`src/rtl/argmax_pkg.sv`:
```
// Shared defaults and FSM state type for the streaming argmax sequencer.
package argmax_pkg;
  localparam int NUM_CLASSES_DEF = 10;
  localparam int SCORE_W_DEF     = 32;

  typedef enum logic [1:0] {IDLE, COLLECT, DONE} argmax_state_t;
endpackage

```
`src/rtl/argmax_sequencer.sv`:
```
// Streaming argmax: one signed score per handshake, running max/index kept in
// a single compare stage, winner presented as index/one-hot/max until accepted.
module argmax_sequencer
  import argmax_pkg::*;
#(
  parameter int  NUM_CLASSES = NUM_CLASSES_DEF,
  parameter int  SCORE_W     = SCORE_W_DEF,
  localparam int IDX_W       = $clog2(NUM_CLASSES)
) (
  input  logic                   clk,
  input  logic                   rst,
  input  logic                   start,
  input  logic                   abort,
  input  logic                   score_valid,
  output logic                   score_ready,
  input  logic [SCORE_W-1:0]     score_data,
  output logic                   busy,
  output logic                   result_valid,
  input  logic                   result_ready,
  output logic [IDX_W-1:0]       result_index,
  output logic [NUM_CLASSES-1:0] result_onehot,
  output logic [SCORE_W-1:0]     result_max
);

  localparam logic [IDX_W-1:0] LAST_IDX = IDX_W'(NUM_CLASSES - 1);

  argmax_state_t state_q, state_d;

  logic [IDX_W-1:0]       cnt_q, idx_q, idx_d;
  logic [SCORE_W-1:0]     max_q, max_d;
  logic [NUM_CLASSES-1:0] oh_d;
  logic                   xfer, last, upd;

  // Handshake outputs decode the state register only.
  assign score_ready  = (state_q == COLLECT);
  assign result_valid = (state_q == DONE);
  assign busy         = (state_q == COLLECT) || (state_q == DONE);

  assign xfer = score_valid && score_ready;
  assign last = (cnt_q == LAST_IDX);
  // First score seeds the max; afterwards strict compare so ties keep the lowest index.
  assign upd   = (cnt_q == '0) || ($signed(score_data) > $signed(max_q));
  assign max_d = upd ? score_data : max_q;
  assign idx_d = upd ? cnt_q : idx_q;
  assign oh_d  = {{(NUM_CLASSES-1){1'b0}}, 1'b1} << idx_d;

  always_ff @(posedge clk or posedge rst) begin
    if (rst) state_q <= IDLE;
    else     state_q <= state_d;
  end

  always_comb begin
    state_d = state_q;
    case (state_q)
      IDLE:    if (start) state_d = COLLECT;
      COLLECT: if (xfer && last) state_d = DONE;
      DONE:    if (result_ready) state_d = start ? COLLECT : IDLE;
      default: state_d = IDLE;
    endcase
    if (abort) state_d = IDLE;
  end

  always_ff @(posedge clk or posedge rst) begin
    if (rst) begin
      cnt_q         <= '0;
      idx_q         <= '0;
      max_q         <= '0;
      result_index  <= '0;
      result_onehot <= '0;
      result_max    <= '0;
    end else if (abort) begin
      cnt_q <= '0;
    end else begin
      case (state_q)
        IDLE: if (start) cnt_q <= '0;
        COLLECT: if (xfer) begin
          max_q <= max_d;
          idx_q <= idx_d;
          if (last) begin
            // Final update folds straight into the result registers on entry to DONE.
            result_index  <= idx_d;
            result_onehot <= oh_d;
            result_max    <= max_d;
          end else begin
            cnt_q <= cnt_q + 1'b1;
          end
        end
        DONE: if (result_ready) cnt_q <= '0;
        default: cnt_q <= '0;
      endcase
    end
  end

endmodule

```
`config.mk`:
```
export PLATFORM = sky130hd
export DESIGN_NAME = argmax_sequencer
export DESIGN_NICKNAME = d
export VERILOG_FILES = /design/src/rtl/argmax_pkg.sv /design/src/rtl/argmax_sequencer.sv
export SDC_FILE = /design/constraint.sdc
export NUM_CORES = 1
export LEC_CHECK = 0
export CAP_MARGIN = 10
export CORE_MARGIN = 2
export CORE_UTILIZATION = 60
export DETAILED_ROUTE_END_ITERATION = 8
export DONT_BUFFER_PORTS = 1
export PLACE_DENSITY_LB_ADDON = 0.15
export SLEW_MARGIN = 20
export SYNTH_ARGS = -nofsm -noshare
export SYNTH_HDL_FRONTEND = slang
export SYNTH_SLANG_ARGS = --single-unit
```
`constraint.sdc`:
```
create_clock -name clk -period 4.3 [get_ports clk]
set_input_delay 0.215 -clock clk [delete_from_list [all_inputs] [get_ports clk]]
set_output_delay 0.215 -clock clk [all_outputs]
set_load 0.01 [all_outputs]
```
==> results.cfg <==
[run_status]
outcome = finished, final reports clean

[synthesis]
synth_cells = 517
synth.yosys.warnings = 0
netlist_top_cells_area = sky130_fd_sc_hd__dfrtp_1 (48%), sky130_fd_sc_hd__ha_1 (11%), sky130_fd_sc_hd__o21ai_0 (8.4%), sky130_fd_sc_hd__nand2_1 (7.7%), sky130_fd_sc_hd__a21oi_1 (5.0%)
synth-seq-cells = 88
synth_sequential_area_ratio = 0.477
synth.top_cell.area_share = 0.477
synthesis.area_um2 = 4610
synth_top_cell_by_area = sky130_fd_sc_hd__dfrtp_1
synth_ff_type = sky130_fd_sc_hd__dfrtp_1
synth_edf_count = 0
ys_top_cells_by_count = sky130_fd_sc_hd__nand2_1 (94), sky130_fd_sc_hd__dfrtp_1 (88), sky130_fd_sc_hd__o21ai_0 (77)
per_instance_average_area_after_synthesis_um2 = 8.92
ys_types = 39
synth.most_common_cell = sky130_fd_sc_hd__nand2_1
synth_nets = 594
synthArstFlopShare = 1.00

[global_routing]
grt_pass1_vias = 3802
grt_max_degree = 58
global_route_wire_length_before_repair_um = 17600
antenna_found_initial = 0
grt.total_usage = 0.260
gr-total-overflow = 0

[critical_path]
worst_r2r_path_depth = 10
cp_cell_sequence = inv_1, ha_1, a21o_1, a221o_1, a22oi_1, nand3_1, o211ai_4, nand2_1, mux2i_1, o31ai_1
worst-r2r-setup-slack_ns = 0.86
start_kind = flop
cp_data_required_time_ns = 4.53
worstPathMaxFanout = 19
critPathMaxStageDelay_ns = 0.64
timing.setup.critical_path_class = reg2reg
slowest_stage = sky130_fd_sc_hd__mux2i_1
r2r-end = result_onehot[1]
worst_setup_path_endpoint = result_onehot[1]
crit_start = max_q[17]
critical_path_arrival_ns = 3.68
crit-reg2reg-launch = max_q[17]
cp-end-kind = flop

[die]
fp.dieArea_um2 = 8400
die_x_um = 91.7
num_rows = 31
floorplan.initialDensity = 0.629
boundaryPins = 87
core-area_um2 = 7330
floorplan.die.height_um = 91.7

[route]
routed_wl_um = 10300
drt_pass1_iterations = 4
antenna_violating_nets_post_route = 0
detailroute.via_count = 3709
post_drt_via_cell_ratio = 5.74
drt_drc_violations_left = 0
routed_wire_length_per_instance_um = 15.9
drt_first_iter_violations = 183

[final_layout]
final_layout_size_suffix_gt1_frac = 0.0622
antenna_cell_count = 0
number_of_nets_in_the_finished_design = 619
finalNonFillerCells = 646
area_delta_synth_final_pct = 13.6

[timing]
number_of_max_slew_violations_in_the_final_report = 0
post-route-period-util = 0.801
finClkSkew_ns = 0.0120
finalWorstPathRequiredPeriod_ns = 3.44
final_hold_viol_count = 0
totalNegativeSetupSlack_ns = 0
worst_pin_slew_ns = 0.828
slew_headroom = 0.448
grt_setup_unrepaired = false
timing.fmax_ghz = 0.290
timing.final.setup_violations = 0

[job]
max_cap_viol_count = 0

[placement]
count_of_input_and_output_buffers = 0
dp_cells = 597
hpwl_um = 7020
finalWeightedCongestion = 0.810

[clocking]
cts-root-to-sink-buffers = 2
cts_tree = built
clock_insertion_delay_at_the_later_pin_of_the_skew_report_ns = 0.37
post_cts_hold_buffer_count = 33
cts_root_buffer = sky130_fd_sc_hd__clkbuf_8
ctsResizeCount = 0
postCtsSetupRepairBufs = 0
clk_sinks = 88
number_of_buffers_created_by_cts = 9
htree_num_levels = 3
clk_pin_slew_ns = 0.09

[power]
max_rail_drop_vdd_mv = 0.247
power.leakage_nw = 2.37
power-per-cell-area_nw_per_um2 = 480

[worst_hold_path]
worst_hold_path_type = in2reg
-- kinds of logic (layout without fill, tap and decap cells) --
group           after synthesis  in the layout  share of synthesized area
simple gates                168            168                      0.165
compound gates              146            146                      0.177
flops                        88             88                      0.477
buf+inv                      67             97                     0.0545
fa+ha+maj                    39             39                      0.106
mux                           6              6                     0.0144
xor+xnor                      3              3                    0.00570
-- stage by stage --
stage          setup slack [ns]  total power, mW  cell area, um2   util  hold slack, ns
2_1_floorplan              1.53             1.70            4610      -           0.278
3_3_place_gp               1.02             1.87            4700  0.642           0.279
3_5_place_dp              0.896             1.91            4700  0.642           0.281
4_1_cts                   0.860             2.52            5240  0.714         0.00260
5_1_grt                   0.534             2.70            5240  0.714         0.00375
6_report                  0.856             2.51            5240  0.714         0.00874
-- worst min-delay path by stage --
stage	start	endpoint	slack, ns	cells past startpoint
2_1_floorplan	abort	cnt_q[1]	0.28	1
4_1_cts	score_data[0]	max_q[0]	0.003	1
5_1_grt	score_data[0]	max_q[0]	0.004	1
3_3_place_gp	rst	result_max[29]	0.28	1
3_5_place_dp	rst	result_max[29]	0.28	1
6_report	score_data[0]	max_q[0]	0.009	1
-- critical path: cells and delay by family (launching register included) --
family	cells	cell delay (ns)
and+or+nand+nor	2	0.71
adders and majority gates	1	0.25
AOI/OAI and AO/OA	5	1.23
DFF	1	0.38
buffers and inverters	1	0.10
muxes	1	0.64
-- sequential cells by signal, summed over array words and instances (netlist names) --
signal / flops
cnt_q: 4
state_q: 2
result_onehot: 10
result_max: 32
max_q: 32
result_index: 4
idx_q: 4
-- final cells by class --
cell class                      count  area [um2]
Multi-Input combinational cell    362        2170
Inverter                           41         155
Clock buffer                       10         138
Tap cell                           99         124
Timing Repair Buffer               40         383
Sequential cell                    88        2200
Clock inverter                      6        66.3
Fill cell                         565        2090
-- per-layer routing --
metal,vias up,global-route usage,part of all wire
met2,94,0.430,0.48
met4,0,0.0758,0.012
li1,1831,-,-
met1,1773,0.338,0.44
met3,11,0.0682,0.067
met5,-,0,0
-- layout by cell type, fill, tap and decap left out, types with 10 or more instances in the layout --
| cell | count |
|---|---|
| sky130_fd_sc_hd__a21oi_1 | 45 |
| sky130_fd_sc_hd__clkbuf_8 | 10 |
| sky130_fd_sc_hd__dfrtp_1 | 88 |
| sky130_fd_sc_hd__dlygate4sd3_1 | 33 |
| sky130_fd_sc_hd__ha_1 | 39 |
| sky130_fd_sc_hd__inv_1 | 40 |
| sky130_fd_sc_hd__nand2_1 | 94 |
| sky130_fd_sc_hd__nor2_1 | 10 |
| sky130_fd_sc_hd__nor3_1 | 32 |
| sky130_fd_sc_hd__o21ai_0 | 77 |
| sky130_fd_sc_hd__o31ai_1 | 11 |
-- where the power goes --
group	switching [mW]	internal [mW]
clock	0.304	0.285
sequential	0.0474	0.983
combinational	0.566	0.328
total	0.917	1.60
(Power assumes the default switching activity.)
